==> config.mk <==
export PLATFORM = sky130hd
export DESIGN_NAME = keyboard_decoder
export DESIGN_NICKNAME = d
export VERILOG_FILES = /design/src/rtl/kbd_pkg.sv /design/src/rtl/kbd_modifiers.sv /design/src/rtl/keyboard_decoder.sv
export SDC_FILE = /design/constraint.sdc
export NUM_CORES = 1
export LEC_CHECK = 0
export ABC_AREA = 1
export BUFFER_PORTS_ARGS = -buffer_cell sky130_fd_sc_hd__buf_2
export CAP_MARGIN = 40
export CORE_ASPECT_RATIO = 1.75
export CORE_MARGIN = 5
export CORE_UTILIZATION = 52
export DETAILED_ROUTE_END_ITERATION = 10
export PLACE_DENSITY = 0.79
export SLEW_MARGIN = 20
export SYNTH_ARGS = -nofsm -noshare
export SYNTH_HDL_FRONTEND = slang
export SYNTH_SLANG_ARGS = --single-unit
export TNS_END_PERCENT = 100
==> constraint.sdc <==
create_clock -name clk -period 1.6 [get_ports clk]
set_input_delay 0.08 -clock clk [delete_from_list [all_inputs] [get_ports clk]]
set_output_delay 0.08 -clock clk [all_outputs]
set_load 0.01 [all_outputs]
==> src/rtl/kbd_pkg.sv <==
// Shared scancode constants, state encoding and ROM address layout
// for the PS/2 keyboard decoder.
package kbd_pkg;

   localparam logic [7:0] SC_EXT    = 8'hE0;
   localparam logic [7:0] SC_BREAK  = 8'hF0;
   localparam logic [7:0] SC_PAUSE  = 8'hE1;
   localparam logic [7:0] SC_LSHIFT = 8'h12;
   localparam logic [7:0] SC_RSHIFT = 8'h59;
   localparam logic [7:0] SC_CAPS   = 8'h58;
   localparam logic [7:0] SC_CTRL   = 8'h14;

   localparam int ADDR_W     = 11;
   localparam int ADDR_LONG  = 10;
   localparam int ADDR_CAPS  = 9;
   localparam int ADDR_SHIFT = 8;

   typedef enum logic [1:0] {
      ST_IDLE,
      ST_LOOKUP,
      ST_EMIT
   } state_t;

   // Receiver status / ack bytes that never denote a key
   function automatic logic is_nonkey(input logic [7:0] code);
      case (code)
         8'h00, 8'hAA, 8'hEE,
         8'hFA, 8'hFE, 8'hFF: return 1'b1;
         default:             return 1'b0;
      endcase
   endfunction

   function automatic logic [ADDR_W-1:0] make_addr(
      input logic       long,
      input logic       caps,
      input logic       shift,
      input logic [7:0] code
   );
      logic [ADDR_W-1:0] a;
      a = {3'b000, code};
      a[ADDR_LONG]  = long;
      a[ADDR_CAPS]  = caps;
      a[ADDR_SHIFT] = shift;
      return a;
   endfunction

endpackage

==> src/rtl/kbd_modifiers.sv <==
// Shift / caps lock / ctrl tracking for the keyboard decoder.
// Ctrl tracking exists only when CTRL_KEY_EN is defined.
module kbd_modifiers
   import kbd_pkg::*;
(
   input  logic       clk,
   input  logic       reset,
   input  logic [7:0] code,
   input  logic       code_valid,
   input  logic       long,
   input  logic       brk,
   output logic       shift,
   output logic       caps_lock,
   output logic       ctrl,
   output logic       consumed
);

   logic lshift;
   logic rshift;
   logic caps_held;
   logic ctrl_hit;

`ifdef CTRL_KEY_EN
   assign ctrl_hit = (code == SC_CTRL);

   always_ff @(posedge clk or posedge reset) begin
      if (reset)
         ctrl <= 1'b0;
      else if (code_valid && ctrl_hit)
         ctrl <= !brk;
   end
`else
   assign ctrl_hit = 1'b0;
   assign ctrl     = 1'b0;
`endif

   // E0-prefixed shifts are fake shifts: swallowed but not tracked
   assign consumed = (code == SC_LSHIFT) || (code == SC_RSHIFT) ||
                     ((code == SC_CAPS) && !long) || ctrl_hit;

   assign shift = lshift | rshift;

   always_ff @(posedge clk or posedge reset) begin
      if (reset) begin
         lshift    <= 1'b0;
         rshift    <= 1'b0;
         caps_held <= 1'b0;
         caps_lock <= 1'b0;
      end else if (code_valid && !long) begin
         unique case (1'b1)
            code == SC_LSHIFT: lshift <= !brk;
            code == SC_RSHIFT: rshift <= !brk;
            code == SC_CAPS: begin
               if (brk) begin
                  caps_held <= 1'b0;
               end else if (!caps_held) begin
                  caps_lock <= !caps_lock;
                  caps_held <= 1'b1;
               end
            end
            default: ;
         endcase
      end
   end

endmodule

==> src/rtl/keyboard_decoder.sv <==
// PS/2 scancode to ASCII decoder with keymap ROM lookup and a one-entry
// valid/ready output. Optional ctrl-key folding under CTRL_KEY_EN.
module keyboard_decoder
   import kbd_pkg::*;
#(
   parameter int PAUSE_SKIP = 7
) (
   input  logic        clk,
   input  logic        reset,
   input  logic [7:0]  scancode,
   input  logic        scancode_valid,
   output logic [10:0] rom_addr,
   input  logic [7:0]  rom_dout,
   output logic [7:0]  ascii,
   output logic        ascii_valid,
   input  logic        ascii_ready,
   output logic        caps_lock,
   output logic        overflow
);

   localparam int SKIP_W = $clog2(PAUSE_SKIP + 1);

   state_t            state;
   state_t            state_nxt;
   logic              long;
   logic              brk;
   logic [SKIP_W-1:0] skip;
   logic              shift;
   logic              ctrl;
   logic              consumed;
   logic              idle_byte;
   logic              key_byte;
   logic              prefix;
   logic              lookup;
   logic [7:0]        char_out;
   logic              have_char;
   logic              load;
   logic              drop;

   assign idle_byte = (state == ST_IDLE) && scancode_valid;
   assign key_byte  = idle_byte && (skip == '0);
   assign prefix    = (scancode == SC_EXT) || (scancode == SC_BREAK) ||
                      (scancode == SC_PAUSE);
   assign lookup    = key_byte && !prefix && !is_nonkey(scancode) &&
                      !consumed && !brk;

   kbd_modifiers u_mod (
      .clk        (clk),
      .reset      (reset),
      .code       (scancode),
      .code_valid (key_byte),
      .long       (long),
      .brk        (brk),
      .shift      (shift),
      .caps_lock  (caps_lock),
      .ctrl       (ctrl),
      .consumed   (consumed)
   );

   always_ff @(posedge clk or posedge reset) begin
      if (reset)
         state <= ST_IDLE;
      else
         state <= state_nxt;
   end

   always_comb begin
      state_nxt = state;
      unique case (state)
         ST_IDLE:   if (lookup) state_nxt = ST_LOOKUP;
         ST_LOOKUP: state_nxt = ST_EMIT;
         ST_EMIT:   state_nxt = ST_IDLE;
         default:   state_nxt = ST_IDLE;
      endcase
   end

   // A same-cycle accept frees the slot, so the new char is not dropped
   always_comb begin
      char_out = rom_dout;
      if (ctrl && (rom_dout[7:6] == 2'b01))
         char_out = {3'b000, rom_dout[4:0]};
      have_char = (state == ST_EMIT) && (rom_dout != 8'h00);
      load      = have_char && (!ascii_valid || ascii_ready);
      drop      = have_char && ascii_valid && !ascii_ready;
   end

   always_ff @(posedge clk or posedge reset) begin
      if (reset) begin
         long <= 1'b0;
         brk  <= 1'b0;
         skip <= '0;
      end else if (key_byte) begin
         unique case (1'b1)
            scancode == SC_EXT:   long <= 1'b1;
            scancode == SC_BREAK: brk  <= 1'b1;
            scancode == SC_PAUSE: begin
               skip <= SKIP_W'(PAUSE_SKIP);
               long <= 1'b0;
               brk  <= 1'b0;
            end
            default: begin
               long <= 1'b0;
               brk  <= 1'b0;
            end
         endcase
      end else if (idle_byte) begin
         skip <= skip - SKIP_W'(1);
      end
   end

   always_ff @(posedge clk or posedge reset) begin
      if (reset) begin
         rom_addr    <= '0;
         ascii       <= '0;
         ascii_valid <= 1'b0;
         overflow    <= 1'b0;
      end else begin
         if (lookup)
            rom_addr <= make_addr(long, caps_lock, shift, scancode);
         if (load) begin
            ascii       <= char_out;
            ascii_valid <= 1'b1;
         end else if (ascii_valid && ascii_ready) begin
            ascii_valid <= 1'b0;
         end
         if (drop)
            overflow <= 1'b1;
      end
   end

endmodule

# Word level (Yosys, flattened, before mapping)
# Index checks and enable logic that the tools add are counted.
[totals] in_bits=20 reg_bits=32 out_inout_bits=22 word_cells=84
[op_classes] n_addsub=1 n_bitwise=5 n_mux=11 reduce_logical=40 eq_ne=15
[op_table] cell="== test 8 bit, second input constant" n=8
[op_table] cell="== test 8 x 7 -> 1 bit, second input constant" n=2
[op_table] cell="logical AND 1 bit" n=13
[op_table] cell="AND reduction 2 bit" n=6
[op_table] cell="two-way mux 3 bit" n=3
[op_table] cell="== test 8 x 5 -> 1 bit, second input constant" n=1
[op_table] cell="logical NOT 1 bit" n=8
[op_table] cell="logical NOT 8 bit" n=1
[op_table] cell="nonzero test 8 bit" n=1
[op_table] cell="OR reduction 6 bit" n=1
[op_table] cell="logical OR 1 bit" n=5
[op_table] cell="two-way mux 1 bit" n=4
[op_table] cell="inverter 1 bit" n=4
[op_table] cell="one-hot mux 1 bit (2 select lines)" n=2
[op_table] cell="one-hot mux 2 bit (2 select lines)" n=1
[op_table] cell="AND reduction 4 bit" n=1
[op_table] cell="nonzero test 2 bit" n=2
[op_table] cell="logical NOT 3 bit" n=1
[op_table] cell="subtractor 3 x 1 -> 3 bit, second input constant" n=1
[op_table] cell="== test 2 x 1 -> 1 bit, second input constant" n=1
[op_table] cell="== test 2 bit, second input constant" n=1
[op_table] cell="logical NOT 2 bit" n=1
[op_table] cell="two-way mux 2 bit" n=1
[op_table] cell="inequality test 2 x 1 -> 1 bit, second input constant" n=1
[op_table] cell="2 further kinds" n=2

# Logic depth before layout (Yosys ltp)
# Gate-level depths: netlist of run 1.
[logic_depth] word_depth=10 ltp_mapped=12 depth_no_buf=11

# By module
# A second synthesis of run 1 with hierarchy kept.
[unflattened] hier_cells=253 area_unflattened_um2=1886.8
[modules_own_cells] module="keyboard_decoder" n_inst=1 area_each_um2=1502.7 cells_each=193 seq_area_each_um2=700.7
[modules_own_cells] module="kbd_modifiers" n_inst=1 area_each_um2=384.1 cells_each=60 seq_area_each_um2=100.1

# Least setup slack after synthesis of run 1
# OpenSTA, ideal clock, no wires.
[synth_timing] kind="flip-flop to flip-flop" from="register skip[0]" to="register rom_addr[0]" synth_period_minus_slack_ns=1.508 n_path_buf=1 path_stages_with_launch=13 required_time_ns=1.483 setup_ns=0.117 t_arrival_ns=1.391 slack_ns=0.092 cell_sequence="dfrtp_1 > inv_1 > ha_1 > inv_1 > nor2_1 > nand3_2 > nor2_4 > nand3_1 > nor2_1 > nand2_2 > buf_6 > nand2_1 > nand2_1"
[synth_via] elab_chain_len=6
[synth_lines] element="start, declared" line="keyboard_decoder.sv:27" source="logic [SKIP_W-1:0] skip;"
[synth_lines] element="start signal, assigned" line="keyboard_decoder.sv:97" source="skip <= SKIP_W'(PAUSE_SKIP);"
[synth_lines] element="start signal, assigned" line="keyboard_decoder.sv:107" source="skip <= skip - SKIP_W'(1);"
[synth_lines] element="logical NOT 3 bit" line="keyboard_decoder.sv:41" source="assign key_byte = idle_byte && (skip == '0);"
[synth_lines] element="logical AND 1 bit" line="keyboard_decoder.sv:41"
[synth_lines] element="logical AND 1 bit (3 in a row)" line="keyboard_decoder.sv:44" source="assign lookup = key_byte && !prefix && !is_nonkey(scancode) &&"
[synth_lines] element="logical AND 1 bit" line="keyboard_decoder.sv:45" source="!consumed && !brk;"
[synth_lines] element="end signal, assigned" line="keyboard_decoder.sv:119" source="rom_addr <= make_addr(long, caps_lock, shift, scancode);"
[synth_lines] element="end, declared" line="keyboard_decoder.sv:12" source="output logic [10:0] rom_addr,"
# No other way between the ends.
# A chain may end at the register's enable or synchronous reset.

# Worst setup path in the final report of run 1
[layout_timing] from="register skip[1]" to="register rom_addr[3]"
# The elaborated chain is that of the path after synthesis.

==> results of run 1 <==
cells in the final DEF (no fill, tap or decap), types with 2 or more instances in the layout:
cell | netlist | final
nand2_1 | 66 | 60
nand2_4 | 0 | 2
nor2_2 | 8 | 9
a21oi_1 | 2 | 2
nand3_1 | 18 | 17
nor4_1 | 2 | 2
dfrtp_1 | 32 | 32
nor2_1 | 31 | 29
inv_2 | 0 | 4
clkbuf_8 | 0 | 5
buf_4 | 1 | 7
nand3_2 | 1 | 2
o21ai_0 | 19 | 19
nand2_2 | 2 | 7
inv_1 | 34 | 30
buf_2 | 1 | 41
nor2_4 | 1 | 2
logic make-up (layout without fill, tap and decap cells):
kind of cell | count (synthesis) | in the layout | synth area share [%]
AOI/OAI and AO/OA | 23 | 23 | 7.17
xor gates and xnor gates | 2 | 2 | 1.04
adders and majority gates | 2 | 2 | 1.48
buffers and inverters | 38 | 92 | 9.62
DFF | 32 | 32 | 47.3
and+or+nand+nor | 131 | 132 | 33.4
through the flow:
stage	instances	worst slack (ns)	hold slack [ns]	utilization, %
after floorplan	228	0.0920	0.196	-
after global placement	313	0.0748	0.169	62.2
after detailed placement	313	-0.0262	0.183	62.2
after CTS	325	0.00613	0.0616	67.8
after global routing	326	-0.0756	0.0846	68.6
final	326	0.0246	0.0618	68.6
layer usage:
metal	global-route usage, %	routed length (µm)	share of wire [%]	vias to the layer above
met5	0	0	0	-
met4	10.5	117	3.0	0
met1	21.8	1570	40	714
li1	-	-	-	814
met3	2.28	169	4.3	11
met2	35.4	2100	53	44
tightest hold or removal path, stage by stage:
cell	delay, ns
buf_2	0.10
inv_1	0.04
o21ai_0	0.07
sequential cells by signal (all words and copies together) (netlist names):
signal           count
skip                 3
state                2
overflow             1
u_mod.rshift         1
long                 1
ascii                8
u_mod.caps_held      1
brk                  1
rom_addr            11
u_mod.caps_lock      1
u_mod.lshift         1
ascii_valid          1
path summary, 6_finish.rpt:
kind / startpoint / to / depth (start not counted)
worst min register to register: rom_addr[0]$_DFFE_PP0P_ / rom_addr[0]$_DFFE_PP0P_ / 2
worst max register to register: skip[1]$_DFFE_PP0P_ / rom_addr[3]$_DFFE_PP0P_ / 11
worst min-delay path: rom_dout[1] / ascii[1]$_DFFE_PP0P_ / 3
worst max-delay path: skip[1]$_DFFE_PP0P_ / rom_addr[3]$_DFFE_PP0P_ / 11
min in group asynchronous: reset / overflow$_DFFE_PP0P_ / 4
max in group asynchronous: reset / ascii[1]$_DFFE_PP0P_ / 4
final cells by class:
| cell class | instances | area (µm²) |
|---|---|---|
| Timing Repair Buffer | 50 | 279 |
| Multi-Input combinational cell | 159 | 787 |
| Clock buffer | 6 | 72.6 |
| Tap cell | 43 | 53.8 |
| Inverter | 34 | 128 |
| Sequential cell | 32 | 801 |
| Fill cell | 267 | 986 |
| Clock inverter | 2 | 35.0 |
where the power goes:
| part | internal [µW] | switching, µW |
|---|---|---|
| clock network | 461 | 281 |
| logic | 502 | 678 |
| registers | 1110 | 188 |
repair_timing:
| item | in CTS | in global routing |
|---|---|---|
| gates cloned | 1 | 0 |
| pin swaps | 8 | 9 |
| hold buffers | 1 | 0 |
| gates resized for setup | 13 | 7 |
| hold endpoints to repair | 32 | 0 |
| buffers inserted | 2 | 1 |
| setup endpoints to repair | 11 | 18 |
==> impl_results.md, run 1 <==
- Run status: completed
- Final min period: about 1.6 ns
- Area fraction of the dominant cell type after synthesis: 47.3%
- CP max stage delay: between 0.3 and 0.4 ns
- Syn Area/Cell: roughly 7.4 µm²
- Die height: between 80 and 90 µm
- Most frequent cell after synthesis: nand2_1
- Post-synthesis sequential area ratio: 47.3%
- Clock sinks: 32
- Num ports: between 40 and 50
- Initial core utilization: 53.8%
- Worst vdd ir: roughly 0.85 mV
- Via count: around 1,600
- Final setup TNS: 0 ns
- Power, Total: 3220 µW
- Routed wire length: about 4000 µm
- Worst hold path type: input pin to flop
- Inserted Diodes: 0
- Die span in x: 53.1 µm
- Pin count of the biggest net entering global routing: 33
- Crit-path max FO: 6
- WS Path Type: flop to flop
- WL/cell: roughly 12 µm
- Cell family contributing the most delay on the critical path: simple AND/OR/NAND/NOR gates
- Post-synth EDFFs: 0
- DR vias/cell: approximately 5
- Vias in the first global route: approximately 1,600
- Core area: ~3100 µm²
- Yosys top cell by area: dfrtp_1
- Port buffer count: slightly above 40
- First-pass GRT wire length: between 6000 and 7000 µm
- Setup-failing EPs final: 0
- Dpl cell area: around 2000 µm²
- Syn_nets: 250
- Final Cycle Share: roughly 100%
- Number of distinct library cells after synthesis: 22
- TritonCTS clock tree: built
- Final Hold Viols: 0
- Initial DRC Count: 43
- H-tree depth: 2
- Critical-path cell list: inv_2 -> ha_4 -> inv_2 -> nor2_2 -> nand3_2 -> nor2_4 -> nand3_2 -> nor2_4 -> nand2_4 -> nand2_1 -> nand2_1
- Clk buf depth: 2
- Pleak: between 0.001 and 0.0015 µW
- Grt ovf: 0
- Num rows: 27
- Worst-skew pair later-pin latency: between 0.2 and 0.3 ns
- Residual DRC: 0
- Worst Path Required: between 1.5 and 2 ns
- Inserted Clock Buffers: 5
- Hpwl dp: 3050 µm
- Clock Pin Slew Worst Setup and Hold Paths: 0.06 ns
- Fraction of layout cells with a size suffix above 1: between 20% and 30%
- CP bufs+invs: 2
- Slew @ Worst Pin: about 0.4 ns
- RSZ-0062 raised after global routing: true
- Synth area leaders: dfrtp_1 47%, nand2_1 15%, inv_1 7.5%
- Slew headroom: between 70% and 80%
- Gpl congestion: 0.902
- Crit path DAT: between 1.5 and 2 ns
- Achievable Freq: between 600 and 700 MHz
- Initial antenna violation count: 0
- Nets: 304
- Top cells by count, synth: 66 x nand2_1, 34 x inv_1, 32 x dfrtp_1
- Crit path launch type: flop
- Syn Inst Count: 228
- Ys flop type: dfrtp_1
- Worst Setup End Kind: flop
- Synth async-reset ratio: between 90% and 100%
- Full die area: 4540 µm²
- Max-cap viol count: 0
- P&R area growth vs syn: 27.4%
- Yosys warnings: 0
- Gr usage total: between 15 and 20%
- Final Max Tran Viols: 0
- Root buf cell: clkbuf_8
- Clock skew: about 0.0037 ns
- Post-route ant nets: 0
- Synth Cell Area: between 1500 and 2000 µm²
- CP max stage cell: dfrtp_1
- Cell Pwr Density: 1490 nW/µm²
- Reg2Reg Setup Slack: roughly 0.025 ns
- DR pass1 iterations: 4
- Post-route cell area: 2160 µm²
- Yosys reg bits: 32
Note: power is estimated with default switching activity, not from simulation.
==> inputs of run 2 (changes only) <==
--- a/config.mk
+++ b/config.mk
@@ -13,6 +13,7 @@
 export CORE_UTILIZATION = 52
 export DETAILED_ROUTE_END_ITERATION = 10
 export PLACE_DENSITY = 0.79
+export REMOVE_ABC_BUFFERS = 1
 export SLEW_MARGIN = 20
 export SYNTH_ARGS = -nofsm -noshare
 export SYNTH_HDL_FRONTEND = slang
==> constraint.sdc (replaced) <==
create_clock -name clk -period 1.86 [get_ports clk]
set_input_delay 0.093 -clock clk [delete_from_list [all_inputs] [get_ports clk]]
set_output_delay 0.093 -clock clk [all_outputs]
set_load 0.01 [all_outputs]
==> impl_results.md, run 2 (synthesis results as in run 1) <==
- Grt ovf: 0 (unchanged)
- Worst hold path type: input pin to flop
- Core area: 3140 µm² (unchanged)
- Reg2Reg Setup Slack: 0.22 ns (+0.20 ns)
- Power Internal: 1690 µW (-19%)
- Run status: completed
- First-pass GRT wire length: 6130 µm (-8.9%)
- CP max stage delay: 0.36 ns (-0.02 ns)
- Top reg by flops: rom_addr
- Pin count of the biggest net entering global routing: 33 (unchanged)
- Uppermost layer routed: met4
- Pleak: 0.00116 µW (-3.2%)
- CP Capture Point: rom_addr[1]$_DFFE_PP0P_
- Cell family contributing the most delay on the critical path: simple AND/OR/NAND/NOR gates
- Crit-path max FO: 12 (+6)
- Gr usage total: 17.9% (-1.9 points)
- Num rows: 27 (unchanged)
- Seq pwr share: 42.5% (+2.2 points)
- Setup crit start: skip[0]$_DFFE_PP0P_
- Critical path depth: 11 (unchanged)
- Final cell count without fillers: 318 (-2.5%)
- Clk pwr share: 24.7% (+1.6 points)
- Initial core utilization: 53.8% (unchanged)
- Setup-failing EPs final: 0 (unchanged)
- Met3 WL: 198 µm (+17%)
- Inserted Clock Buffers: 5 (unchanged)
- Via count: 1,491 (-5.8%)
- WL met1: 1420 µm (-9.0%)
- Final Hold Viols: 0 (unchanged)
- Switching Share: 34.6% (-1.0 points)
- Post-CTS Setup Bufs: 0 (-2)
- DR vias/cell: 4.69 (-3.4%)
- Clock Pin Slew Worst Setup and Hold Paths: 0.06 ns (about the same)
- Cells after DPL: 309 (-1.3%)
- Fillers: 285 (+6.7%)
- Full die area: 4540 µm² (unchanged)
- Max-cap viol count: 0 (unchanged)
- Inserted Diodes: 0 (unchanged)
- Die span in x: 53.1 µm (unchanged)
- Most common cell after layout, fill and taps aside: nand2_1
- Fraction of layout cells with a size suffix above 1: 22.5% (-7.1 points)
- Critical-path cell list: inv_1 -> ha_1 -> inv_1 -> nor2_1 -> nand3_2 -> nor2_4 -> nand3_1 -> nor2_1 -> nand2_2 -> nand2_1 -> nand2_1
- Switch Pwr: 893 µW (-22%)
- RSZ-0062 raised after global routing: false
- Worst-skew pair later-pin latency: 0.27 ns (about the same)
- Top flop regs: rom_addr (11), ascii (8), skip (3)
- CP max stage cell: dfrtp_1
- Clock sinks: 32 (unchanged)
- Gpl congestion: 0.878 (-2.6%)
- H-tree depth: 2 (unchanged)
- Routed wire length: 3710 µm (-6.2%)
- Reg2reg path depth: 11 (unchanged)
- Root buf cell: clkbuf_8
- CP bufs+invs: 2 (unchanged)
- Hold slack: 0.0801 ns (+0.0183 ns)
- DR pass1 iterations: 4 (unchanged)
- Vias in the first global route: 1,461 (-8.6%)
- P&R area growth vs syn: 20.9%
- Max reg flops: 11 (unchanged)
- FF-to-FF End: rom_addr[1]$_DFFE_PP0P_
- Hpwl dp: 2990 µm (-1.8%)
- Power, Total: 2580 µW (-20%)
- Slew headroom: 68.0% (-5.3 points)
- Initial DRC Count: 23 (-47%)
- Final setup TNS: 0 ns (unchanged)
- Crit path launch type: flop
- Achievable Freq: 610 MHz (-3.9%)
- Commonest non-fill, non-tap cells in the layout: 66 x nand2_1, 41 x buf_2, 34 x inv_1
- Worst Setup End Kind: flop
- Crit path DAT: 1.80 ns (+0.06 ns)
- WS Path Type: flop to flop
- Logic gate share of total power: 32.8% (-3.8 points)
- Worst vdd ir: 0.582 mV (-31%)
- Die height: 85.5 µm (unchanged)
- Num ports: 42 (unchanged)
- Cell Pwr Density: 1260 nW/µm² (-16%)
- Port buffer count: 41 (unchanged)
- R2r startpoint: skip[0]$_DFFE_PP0P_
- Clock skew: 0.00624 ns (+0.00255 ns)
- Worst Path Required: 2.02 ns (+0.25 ns)
- Post-route ant nets: 0 (unchanged)
- Final Max Tran Viols: 0 (unchanged)
- WL/cell: 11.7 µm (-3.9%)
- Residual DRC: 0 (unchanged)
- Initial antenna violation count: 0 (unchanged)
- Nets: 296 (-2.6%)
- Met2 WL: 2030 µm (-3.3%)
- Final min period: 1.64 ns (+0.0634 ns)
- Clk buf depth: 2 (unchanged)
- Slew @ Worst Pin: 0.479 ns (+0.0790 ns)
- Final Cycle Share: 88.1% (-10 points)
- TritonCTS clock tree: built
run 2: cell types whose count changed in the layout (fill, tap and decap cells not counted), sizes merged:
cell / change
buf: -7
nand2: -1
run 2: power groups by stage:
stage | registers (µW) | logic [µW] | clock network, µW
2_1_floorplan | 1190 | 431 | 0
3_3_place_gp | 1100 | 837 | 0
3_5_place_dp | 1110 | 861 | 0
4_1_cts | 1100 | 861 | 647
5_1_grt | 1120 | 979 | 682
6_report | 1100 | 846 | 636
run 2: layer usage:
| metal | track usage (%) | vias up |
|---|---|---|
| met5 | 0 | - |
| met4 | 6.28 | 0 |
| met3 | 2.99 | 5 |
| met2 | 33.7 | 36 |
| met1 | 19.0 | 659 |
| li1 | - | 791 |
run 2: per-stage QoR:
step,setup slack [ns],cell area (µm²),utilization [%]
2_1_floorplan,0.372,1660,-
3_3_place_gp,0.204,1920,61.2
3_5_place_dp,0.123,1920,61.2
4_1_cts,0.110,2040,65.0
5_1_grt,0.0137,2050,65.1
6_report,0.221,2050,65.1
run 2: cell type report:
cell class	instances	area [µm²]	share of cell area [%]
flip-flops and latches	32	801	39.1
multi-input cells	158	733	35.8
repair buffers	43	223	10.9
inverters	34	128	6.24
clock buffers	6	72.6	3.55
well taps	43	53.8	2.63
clock inverters	2	35.0	1.71
run 2: how the worst min path moves through the flow:
stage / startpoint / end / cells after the start
after floorplan: reset / ascii[0]$_DFFE_PP0P_ / 1
after CTS: rom_dout[5] / ascii[5]$_DFFE_PP0P_ / 3
after global routing: rom_dout[7] / ascii[7]$_DFFE_PP0P_ / 3
after detailed placement: reset / ascii[2]$_DFFE_PP0P_ / 3
final: rom_dout[5] / ascii[5]$_DFFE_PP0P_ / 3
after global placement: reset / rom_addr[6]$_DFFE_PP0P_ / 3
run 2: tightest hold or removal path, cell delays in order:
cell     delay (ns)
buf_2          0.10
inv_1          0.04
o21ai_0        0.07
run 2: timing repair:
item | in CTS | in global routing
endpoints found under the hold margin | 32 | 0
hold buffers | 1 | 0
setup endpoints to repair | 0 | 11
gates resized for setup | 0 | 1
